--- src/rtl/muldiv_pkg.sv ---
package muldiv_pkg;

  localparam int unsigned MD_LEN     = 32;
  localparam int unsigned MD_STEPS   = 32;
  localparam int unsigned STEP_CNT_W = $clog2(MD_STEPS);

  localparam logic [1:0] MD_MULT  = 2'b00;
  localparam logic [1:0] MD_MULTU = 2'b01;
  localparam logic [1:0] MD_DIV   = 2'b10;
  localparam logic [1:0] MD_DIVU  = 2'b11;

  typedef enum logic [1:0] {
    IDLE = 2'b00,
    RUN  = 2'b01,
    FIX  = 2'b10
  } md_state_e;

endpackage

--- src/rtl/muldiv_step.sv ---
module muldiv_step #(
  parameter int unsigned LEN = 32
) (
  input  logic [2*LEN-1:0] acc,
  input  logic [LEN-1:0]   operand,
  input  logic             is_div,
  output logic [2*LEN-1:0] acc_next
);

  logic [LEN:0]   mul_sum;
  logic [2*LEN:0] div_shift;
  logic [LEN:0]   div_diff;

  // mul: acc = {hi, multiplier}; div: acc = {rem, quot}
  always_comb begin
    acc_next  = acc;
    mul_sum   = {1'b0, acc[2*LEN-1:LEN]};
    div_shift = {acc, 1'b0};
    div_diff  = div_shift[2*LEN:LEN] - {1'b0, operand};
    if (is_div) begin
      if (!div_diff[LEN]) begin
        acc_next = {div_diff[LEN-1:0], div_shift[LEN-1:1], 1'b1};
      end else begin
        acc_next = div_shift[2*LEN-1:0];
      end
    end else begin
      if (acc[0]) begin
        mul_sum = {1'b0, acc[2*LEN-1:LEN]} + {1'b0, operand};
      end
      acc_next = {mul_sum, acc[LEN-1:1]};
    end
  end

endmodule

--- src/rtl/muldiv_sequencer.sv ---
module muldiv_sequencer
  import muldiv_pkg::*;
#(
  parameter int unsigned LEN   = MD_LEN,
  parameter int unsigned STEPS = MD_STEPS
) (
  input  logic           clk,
  input  logic           rst,
  input  logic           i_start,
  input  logic [1:0]     i_md_op,
  input  logic [LEN-1:0] i_rs_reg,
  input  logic [LEN-1:0] i_rt_reg,
  input  logic           i_flush,
  input  logic           is_mthi,
  input  logic           is_mtlo,
  output logic [LEN-1:0] o_hi,
  output logic [LEN-1:0] o_lo,
  output logic           os_stall,
  output logic           os_done
);

  localparam logic [STEP_CNT_W-1:0] CNT_LAST = STEP_CNT_W'(STEPS - 1);

  md_state_e             state, state_nxt;
  logic [STEP_CNT_W-1:0] cnt;
  logic [2*LEN-1:0]      acc, acc_step, prod_fix;
  logic [LEN-1:0]        operand, rs_mag, rt_mag, fix_hi, fix_lo;
  logic                  op_div, neg_q, neg_r;
  logic                  in_signed, in_div, div_zero, accept, fix_wr;

  always_comb begin
    in_signed = 1'b0;
    in_div    = 1'b0;
    unique case (i_md_op)
      MD_MULT:  begin in_signed = 1'b1; in_div = 1'b0; end
      MD_MULTU: begin in_signed = 1'b0; in_div = 1'b0; end
      MD_DIV:   begin in_signed = 1'b1; in_div = 1'b1; end
      MD_DIVU:  begin in_signed = 1'b0; in_div = 1'b1; end
    endcase
    div_zero = in_div && (i_rt_reg == '0);
    rs_mag   = (in_signed && i_rs_reg[LEN-1]) ? -i_rs_reg : i_rs_reg;
    rt_mag   = (in_signed && i_rt_reg[LEN-1]) ? -i_rt_reg : i_rt_reg;
  end

  always_ff @(posedge clk or posedge rst) begin
    if (rst) state <= IDLE;
    else     state <= state_nxt;
  end

  always_comb begin
    state_nxt = state;
    accept    = 1'b0;
    fix_wr    = 1'b0;
    if (i_flush) begin
      state_nxt = IDLE;
    end else begin
      unique case (state)
        IDLE: if (i_start) begin
          accept    = 1'b1;
          state_nxt = div_zero ? FIX : RUN;
        end
        RUN: if (cnt == CNT_LAST) state_nxt = FIX;
        FIX: begin
          fix_wr    = 1'b1;
          state_nxt = IDLE;
        end
        default: state_nxt = IDLE;
      endcase
    end
  end

  assign os_stall = ((state == IDLE) && i_start) || (state != IDLE);

  muldiv_step #(.LEN(LEN)) u_step (
    .acc      (acc),
    .operand  (operand),
    .is_div   (op_div),
    .acc_next (acc_step)
  );

  // sign flags are cleared for divide-by-zero so FIX passes the raw result through
  always_comb begin
    prod_fix = neg_q ? -acc : acc;
    fix_hi   = prod_fix[2*LEN-1:LEN];
    fix_lo   = prod_fix[LEN-1:0];
    if (op_div) begin
      fix_hi = neg_r ? -acc[2*LEN-1:LEN] : acc[2*LEN-1:LEN];
      fix_lo = neg_q ? -acc[LEN-1:0]     : acc[LEN-1:0];
    end
  end

  always_ff @(posedge clk or posedge rst) begin
    if (rst) begin
      cnt     <= '0;
      acc     <= '0;
      operand <= '0;
      op_div  <= 1'b0;
      neg_q   <= 1'b0;
      neg_r   <= 1'b0;
      o_hi    <= '0;
      o_lo    <= '0;
      os_done <= 1'b0;
    end else begin
      os_done <= 1'b0;
      if (accept) begin
        cnt    <= '0;
        op_div <= in_div;
        if (div_zero) begin
          acc     <= {i_rs_reg, {LEN{1'b1}}};
          operand <= '0;
          neg_q   <= 1'b0;
          neg_r   <= 1'b0;
        end else if (in_div) begin
          acc     <= {{LEN{1'b0}}, rs_mag};
          operand <= rt_mag;
          neg_q   <= in_signed && (i_rs_reg[LEN-1] ^ i_rt_reg[LEN-1]);
          neg_r   <= in_signed && i_rs_reg[LEN-1];
        end else begin
          acc     <= {{LEN{1'b0}}, rt_mag};
          operand <= rs_mag;
          neg_q   <= in_signed && (i_rs_reg[LEN-1] ^ i_rt_reg[LEN-1]);
          neg_r   <= 1'b0;
        end
      end else if ((state == RUN) && !i_flush) begin
        acc <= acc_step;
        cnt <= cnt + 1'b1;
      end

      if (fix_wr) begin
        o_hi    <= fix_hi;
        o_lo    <= fix_lo;
        os_done <= 1'b1;
      end else if ((state == IDLE) && !i_start) begin
        if (is_mthi) o_hi <= i_rs_reg;
        if (is_mtlo) o_lo <= i_rs_reg;
      end
    end
  end

endmodule
--- config.mk ---
export PLATFORM = sky130hd
export DESIGN_NAME = muldiv_sequencer
export DESIGN_NICKNAME = d
export VERILOG_FILES = /design/src/rtl/muldiv_pkg.sv /design/src/rtl/muldiv_step.sv /design/src/rtl/muldiv_sequencer.sv
export SDC_FILE = /design/constraint.sdc
export NUM_CORES = 1
export LEC_CHECK = 0
export BUFFER_PORTS_ARGS = -buffer_cell sky130_fd_sc_hd__buf_2
export CORE_MARGIN = 1.5
export CORE_UTILIZATION = 30
export CTS_CLUSTER_DIAMETER = 120
export DETAILED_ROUTE_END_ITERATION = 16
export GPL_TIMING_DRIVEN = 0
export PLACE_DENSITY = 0.55
export SETUP_SLACK_MARGIN = 0.15
export SYNTH_ARGS = -nofsm -noshare
export SYNTH_HDL_FRONTEND = slang
export SYNTH_SLANG_ARGS = --single-unit
--- constraint.sdc ---
create_clock -name clk -period 6.59 [get_ports clk]
set_input_delay 0.9885 -clock clk [delete_from_list [all_inputs] [get_ports clk]]
set_output_delay 0.9885 -clock clk [all_outputs]
set_load 0.05 [all_outputs]
* Word level (Yosys, flattened, before mapping)
Index checks and enable logic that the tools add are counted.
** Word-level totals
- Bits in registers :: 171
- Input port bits :: 72
- Output and inout bits :: 66
- Word-level logic and storage cells :: 92
** Cells by class
- $add $sub $neg :: 8
- Equality and inequality tests :: 8
- Muxes and demuxes :: 40
- Bitwise gates (word level) :: 1
- Reduce and logical (&&, ||, !) cells :: 25
** Operators with widths (number)
- $mux W32 :: 15
- $mux W64 :: 6
- $neg A32 Y32 :: 4
- $neg A64 Y64 :: 1
- $add A32 B32 Y33 :: 1
- $mux W33 :: 1
- $sub A33 B32 Y33 :: 1
- $logic_not A32 Y1 :: 1
- $mux W5 :: 2
- $reduce_bool A2 Y1 :: 5
- $mux W1 :: 9
- $mux W2 :: 4
- $reduce_or A2 Y1 :: 4
- $logic_and A1 B1 Y1 :: 7
- $eq A2 B2 Y1 const B :: 3
- $ne A3 B3 Y1 const B :: 2
- $reduce_and A2 Y1 :: 3
- $add A5 B1 Y5 const B :: 1
- $eq A5 B5 Y1 const B :: 1
- $eq A2 B1 Y1 const B :: 2
- $logic_not A2 Y1 :: 2
- $pmux W1 S2 :: 2
- $pmux W2 S2 :: 1
- $logic_not A1 Y1 :: 2
- other kinds (2) :: 2

* Depth between registers and ports, before layout
Gate-level depths: netlist of run 1.
- Depth in word-level cells :: 8
- Depth in mapped cells :: 14
- Gate-level depth less buffers :: 12

* Cells and area by module
From an unflattened synthesis of run 1, not the netlist that was laid out.
** Unflattened totals
- Cell total of the unflattened synthesis :: 1986
- Area, all modules :: 16085.4 sq um
** By module, submodules not included
- muldiv_sequencer :: instances 1, cells each 1302, area each 11288.3 sq um, seq. area each 4279.1 sq um
- muldiv_step :: instances 1, cells each 684, area each 4797.1 sq um, seq. area each 0.0 sq um

* Worst setup path after synthesis of run 1
OpenSTA, ideal clock, no wires.
- Kind :: input-to-reg
- From :: in i_rs_reg[10]
- To :: reg acc[25]
- Setup time :: 0.126 ns
- Arrival :: 3.235 ns
- Setup slack :: 3.229 ns
- Cell stages on the path :: 10
- Buffers on the path :: 1
- Path through :: buf_6 > or4_4 > or4b_4 > or2_4 > nor3_4 > a21oi_2 > xor2_1 > nor2_1 > a21oi_1 > a221o_1
** On the way
- Cells in the longest elaborated chain, start to end :: 5
** RTL lines
- from (decl) :: RTL line muldiv_sequencer.sv:11 : input logic [LEN-1:0] i_rs_reg,
- $neg A32 Y32 :: RTL line muldiv_sequencer.sv:41 : rs_mag = (in_signed && i_rs_reg[LEN-1]) ? -i_rs_reg : i_rs_reg;
- $mux W32 :: RTL line muldiv_sequencer.sv:41
- $mux W32 :: RTL line muldiv_sequencer.sv:113 : end else if (in_div) begin
- $mux W64 :: RTL line muldiv_sequencer.sv:108 : if (div_zero) begin
- $mux W64 :: RTL line muldiv_sequencer.sv:105 : if (accept) begin
- to (signal assigned) :: RTL line muldiv_sequencer.sv:109 : acc <= {i_rs_reg, {LEN{1'b1}}};
- to (signal assigned) :: RTL line muldiv_sequencer.sv:114 : acc <= {{LEN{1'b0}}, rs_mag};
- to (signal assigned) :: RTL line muldiv_sequencer.sv:119 : acc <= {{LEN{1'b0}}, rt_mag};
- to (decl) :: RTL line muldiv_sequencer.sv:26 : logic [2*LEN-1:0] acc, acc_step, prod_fix;
No other way between the ends.
A chain may end at the register's enable or synchronous reset.

* Worst setup path in the final report of run 1
- From :: reg acc[32]
- To :: reg acc[62]
** On the way
- Cells in the longest elaborated chain, start to end :: 5
- Elaborated cells between the ends (all ways) :: 7
- Those cells by class :: add/sub: 2; mux: 5
** RTL lines
- $sub A33 B32 Y33 / $add A32 B32 Y33 (equally long branches) :: RTL line muldiv_step.sv:19, muldiv_step.sv:28
- $mux W64 / $mux W33 (equally long branches) :: RTL line muldiv_step.sv:21, muldiv_step.sv:27
- $mux W64 (*) :: RTL line muldiv_step.sv:20 : if (is_div) begin
- $mux W64 (*) :: RTL line muldiv_sequencer.sv:124 : end else if ((state == RUN) && !i_flush) begin
- $mux W64 (*) :: RTL line muldiv_sequencer.sv:105
Mark *: on every way between the ends. The rest lies on a longest branch, timed or not. The select of a mux whose other input is x is not followed.

==> flow_summary.json, run 1 <==
{
  "layout_common_cells": "o21ai_0 (234), nand2_1 (175), dfrtp_1 (171)",
  "grt_pass1_wl_um": 109000,
  "crit_required_ns": 6.99,
  "dieWidth_um": 231,
  "seq_area_frac_synth_pct": 27.5,
  "synth_cells": 1970,
  "postCtsSetupRepairBufs": 0,
  "ys_async_sr_fraction_pct": 100,
  "grt_use_total_pct": 27.8,
  "cts.sinks": 171,
  "hold_violations": 0,
  "rsz0062_at_grt": "no",
  "worstMarginPinSlew_ns": 1.29,
  "cap_violations": 0,
  "crit_chain": "clkbuf_1 > inv_1 > fa_1 > nor2b_1 > o2111ai_1 > nand3_1 > a21oi_1 > o41ai_4 > o311ai_2 > nor2_2 > o311ai_0 > a31oi_1",
  "r2r_setup_slack_ns": 1.76,
  "dr.first_iter.drc_count": 1805,
  "cts_max_path_buffers": 2,
  "crit_buf_inv": 2,
  "min_from": "o_lo[18]",
  "via_per_inst": 6.03,
  "synthToLayoutAreaGrowth_pct": 13.7,
  "drive_above_1_share_pct": 10.4,
  "powerDensity_nw_per_um2": 508,
  "wl_per_cell_um": 26.6,
  "cts_tree": "done",
  "fin_ws_ns": 1.76,
  "drc": 0,
  "rr_worst_depth": 12,
  "period_minus_slack_ns": 4.83,
  "syn_nets": 2114,
  "nFillCells": 5510,
  "rows": 83,
  "cts_buffers": 17,
  "via_count": 16900,
  "synth_edf_count": 0,
  "cp_slowest_cell": "o41ai_4",
  "hold_slack_ns": 0.506,
  "ys.flop_type": "dfrtp_1",
  "cts_root_buffer": "clkbuf_16",
  "fmax_mhz": 207,
  "ctsHoldBuffers": 0,
  "overflow": 0,
  "holdPathStages": 2,
  "hp-class": "flop to flop",
  "grt_pass1_vias": 16100,
  "total_power_mw": 8.97,
  "clk_pin_slew_ns": 0.08,
  "start_util_pct": 30.3,
  "max_stage_delay_ns": 0.62,
  "start_kind": "flop",
  "htreeDepth": 4,
  "nNetsFinal": 2259,
  "finalCoreUtilization_pct": 34.5,
  "yosysWarnings": 0,
  "dp_cells": 2776,
  "pre_cts_slack_ns": 1.96,
  "postRouteAntennaNets": 0,
  "skew_ns": 0.0109,
  "met1_length_um": 31300,
  "setup-violations-final": 0,
  "die_area_um2": 53200,
  "routed-wl-met2_um": 34300,
  "totalWireLength_um": 74800,
  "antenna_found_initial": 1,
  "die_y_um": 231,
  "crit_path_end_kind": "flop",
  "top_layer_used": "met5",
  "crit_family": "compound AO/OA/AOI/OAI gates",
  "grt_max_degree": 102,
  "core_um2": 51200,
  "dp_hpwl_um": 58800,
  "netlist_area_um2": 15500,
  "leakage_nw": 7.35,
  "first_pass_iters": 6,
  "layout.cells.non_filler": 2810,
  "cp.depth": 12,
  "ys_types": 92,
  "clk_latency_ns": 0.47,
  "avgSynthCellArea_um2": 7.89,
  "finalMaxSlewViolations": 0,
  "routabilityCongestion": 0.989,
  "relSlewSlack_pct": 14.2,
  "io_pins": 138,
  "ctsResizeCount": 0,
  "rr_startpoint": "acc[32]",
  "startpoint": "acc[32]",
  "final_common_cell": "o21ai_0",
  "timing.final.crit_share_pct": 73.3,
  "worstPathArrival_ns": 5.23,
  "ys_seq_elements": 171,
  "critPathKind": "flop to flop",
  "route.met3.wl_um": 5740,
  "status": "completed",
  "vdd.ir_drop.worst_mv": 0.177,
  "port_buffers": 125,
  "cp_max_fo": 9
}
-- layer usage --
metal / GRT usage (%) / vias to the layer above
met5: 0 / -
met4: 12.2 / 2
met3: 5.87 / 158
met2: 44.4 / 720
met1: 35.9 / 8480
li1: - / 7573
-- cell type report --
type                            instances  area, um2  area share (%)
Inverter                               61        236            1.34
Antenna cell                            2       5.00          0.0283
Timing Repair Buffer                  126        653            3.70
Clock buffer                           17        425            2.41
Buffer                                135        548            3.10
Clock inverter                         15        181            1.03
Sequential cell                       171       4280            24.2
Tap cell                              680        851            4.82
Multi-Input combinational cell       1603      10500            59.3
-- sequential cells by signal, indices dropped and copies added, names as in the netlist, 2 cells and up --
register  cells
o_hi         32
state         2
cnt           5
operand      32
acc          64
o_lo         32
-- report_power, final --
part / leakage (nW) / total (mW) / internal, mW / switching (mW)
clock: 0.292 / 1.09 / 0.546 / 0.546
combinational: 4.95 / 5.89 / 2.03 / 3.86
sequential: 2.11 / 2.00 / 1.38 / 0.612
total: 7.35 / 8.97 / 3.96 / 5.02
-- tightest hold or removal path: stages, from the launching register on --
cell and delay, ns:
dfrtp_1 0.34, a22oi_1 0.06, o21ai_0 0.07
-- synthesized netlist by cell type, types with 15 or more instances --
master | count | share of area, %
xnor2_1 | 87 | 4.9
a21o_1 | 46 | 2.2
dfrtp_1 | 171 | 28
xor2_1 | 80 | 4.5
o31ai_1 | 36 | 1.7
nor2_1 | 149 | 3.6
nand2_1 | 175 | 4.2
a22oi_1 | 74 | 3.6
o211ai_1 | 27 | 1.3
ha_1 | 70 | 5.6
nor3_1 | 41 | 1.3
o21ai_0 | 234 | 7.5
inv_1 | 58 | 1.4
clkbuf_1 | 111 | 2.7
a31oi_1 | 24 | 0.97
mux2i_1 | 47 | 3.0
nand3_1 | 46 | 1.5
or3_1 | 25 | 1.0
a21oi_1 | 163 | 5.3
a221oi_1 | 15 | 0.85
nand2b_1 | 16 | 0.64
-- stage by stage --
| step | setup TNS (ns) | area, um2 |
|---|---|---|
| 6_report | 0 | 17700 |
| 3_3_place_gp | -230.95 | 17000 |
| 5_1_grt | 0 | 17700 |
| 2_1_floorplan | 0 | 15500 |
| 3_5_place_dp | 0 | 17000 |
| 4_1_cts | 0 | 17700 |
-- cell families (layout without fill, tap and decap cells) --
kind of cell / count (synthesis) / in the layout / synth area share (%)
multiplexers: 57 / 57 / 3.75
AND/OR/NAND/NOR: 546 / 546 / 17.0
buffers and inverters: 196 / 354 / 5.00
AO/OA/AOI/OAI: 761 / 761 / 31.4
XOR/XNOR: 167 / 167 / 9.42
other: 0 / 2 / 0
flip-flops: 171 / 171 / 27.5
adder cells (fa/ha/maj): 72 / 72 / 5.90
-- worst paths after layout --
path | end
worst max-delay path | acc[62]
worst min-delay path | o_lo[18]
worst max register to register | acc[62]
worst min register to register | o_lo[18]
max in group asynchronous | operand[20]
min in group asynchronous | o_lo[10]
(Power assumes the default switching activity.)
==> run 2, diff against run 1 <==
- clock period: 6.59 -> 4.45 ns (I/O delays scaled with it)
==> flow_summary.json, run 2 (same netlist as run 1, synthesis figures left out) <==
{
  "grt_max_degree": 41,
  "die_area_um2": 53200,
  "leakage_nw": 7.41,
  "swShare_pct": 56.1,
  "layout_common_cells": "o21ai_0 (234), nand2_1 (175), dfrtp_1 (171)",
  "max_stage_delay_ns": 0.74,
  "drive_above_1_share_pct": 11.1,
  "totalWireLength_um": 75500,
  "worstMarginPinSlew_ns": 1.27,
  "switching_power_mw": 7.51,
  "via_per_inst": 6.00,
  "finalMaxSlewViolations": 0,
  "dieWidth_um": 231,
  "worstPathArrival_ns": 4.55,
  "rr_worst_depth": 10,
  "htreeDepth": 4,
  "clk_pin_slew_ns": 0.08,
  "regMostFlops": "acc",
  "nNetsFinal": 2266,
  "first_pass_iters": 7,
  "seqPwrFrac_pct": 22.1,
  "status": "completed",
  "hp-class": "input pin to async pin",
  "crit_top_cell": "a311oi_1",
  "cp_slowest_cell": "a311oi_1",
  "die_y_um": 231,
  "start_kind": "flop",
  "grt_pass1_vias": 16100,
  "cts_tree": "done",
  "hold_violations": 0,
  "powerDensity_nw_per_um2": 753,
  "vdd.ir_drop.worst_mv": 0.298,
  "period_minus_slack_ns": 4.19,
  "nFillCells": 5473,
  "largest_register_ffs": 64,
  "cts_max_path_buffers": 2,
  "overflow": 0,
  "routabilityCongestion": 0.974,
  "relSlewSlack_pct": 15.5,
  "p_clk_share_pct": 11.5,
  "port_buffers": 125,
  "drc": 0,
  "final_common_cell": "o21ai_0",
  "combPwrFrac_pct": 66.4,
  "synthToLayoutAreaGrowth_pct": 14.4,
  "cp_max_fo": 9,
  "timing.setup.tns_ns": 0,
  "setup-violations-final": 0,
  "wl_per_cell_um": 26.8,
  "r2r_setup_slack_ns": 0.26,
  "crit_chain": "ha_1 > a21oi_1 > nand2_1 > or2_2 > a311oi_1 > a2111oi_0 > or4_1 > nand4_1 > a311oi_1 > a221o_1",
  "rr_startpoint": "acc[35]",
  "postRouteAntennaNets": 0,
  "start_util_pct": 30.3,
  "n_antenna_cell": 0,
  "grt_pass1_wl_um": 109000,
  "rsz0062_at_grt": "no",
  "dr.first_iter.drc_count": 1681,
  "crit_path_end_kind": "flop",
  "ctsHoldBuffers": 0,
  "via_count": 16900,
  "clk_latency_ns": 0.47,
  "rows": 83,
  "p_int_mw": 5.86,
  "grt_use_total_pct": 28.0,
  "layout.cells.non_filler": 2815,
  "cts_root_buffer": "clkbuf_16",
  "r2r-end": "acc[59]",
  "dp_hpwl_um": 59600,
  "crit_required_ns": 4.81,
  "skew_ns": 0.0131,
  "timing.final.crit_share_pct": 94.2,
  "cap_violations": 0,
  "fmax_mhz": 239,
  "cts_buffers": 17,
  "cts.sinks": 171,
  "critPathKind": "flop to flop",
  "core_um2": 51200,
  "io_pins": 138,
  "dp_cells": 2780,
  "antenna_found_initial": 3
}
-- run 2: cell count changes in the layout (fill, tap and decap cells not counted), sizes merged --
cell and delta:
buf +6, bufinv -1, clkbuf +1, clkinv +1
clkinvlp -1, diode -2, inv +1
-- run 2: how the worst max path moves through the flow --
stage	to	startpoint	cells after the start
final	acc[59]	acc[35]	10
after global routing	o_hi[20]	acc[0]	14
after CTS	o_hi[20]	acc[0]	14
after detailed placement	acc[62]	acc[32]	12
after global placement	acc[62]	acc[32]	12
after floorplan	acc[38]	acc[32]	13
-- run 2: cell type report --
class                           count  area [um2]  share of cell area [%]
Multi-Input combinational cell   1603       10500                    59.2
Sequential cell                   171        4280                    24.1
Tap cell                          680         851                    4.79
Timing Repair Buffer              133         756                    4.25
Buffer                            135         556                    3.13
Clock buffer                       17         425                    2.39
Inverter                           61         233                    1.31
Clock inverter                     15         146                   0.824
-- run 2: power by group through the flow --
stage          combinational, mW  sequential [mW]  clock [mW]
3_5_place_dp                8.53             2.95           0
5_1_grt                     9.52             2.99        1.61
4_1_cts                     8.67             2.92        1.54
2_1_floorplan               5.55             3.08           0
6_report                    8.88             2.95        1.54
3_3_place_gp                8.50             2.95           0
-- run 2: per-layer routing --
metal | GRT usage [%] | vias to the layer above | wire length, um
met5 | 0 | - | 28
li1 | - | 7602 | -
met3 | 5.82 | 151 | 5950
met2 | 45.2 | 749 | 34700
met1 | 35.9 | 8390 | 31400
met4 | 12.7 | 4 | 3360
-- run 2: metrics by stage --
step	util (%)	power (mW)	hold slack [ns]	instance area, um2	worst slack, ns
3_3_place_gp	33.2	11.4	0.495	17000	-0.285
3_5_place_dp	33.4	11.5	0.493	17100	-0.288
2_1_floorplan	-	8.63	0.469	15500	1.25
6_report	34.7	13.4	0.342	17800	0.259
5_1_grt	34.7	14.1	0.384	17800	0.153
4_1_cts	34.7	13.1	0.373	17700	0.143
-- run 2: repair_timing --
action,in CTS,in global routing
setup buffers,3,0
pin swaps,1,0
gates resized for setup,5,12
gates cloned,0,0
endpoints found under the setup margin,34,35
-- run 2: worst max-delay path, delay by kind of cell (launching register included) --
| family | cells | cell delay (ns) |
|---|---|---|
| AOI/OAI and AO/OA | 5 | 1.85 |
| DFF | 1 | 0.64 |
| adders and majority gates | 1 | 0.40 |
| and+or+nand+nor | 4 | 1.19 |
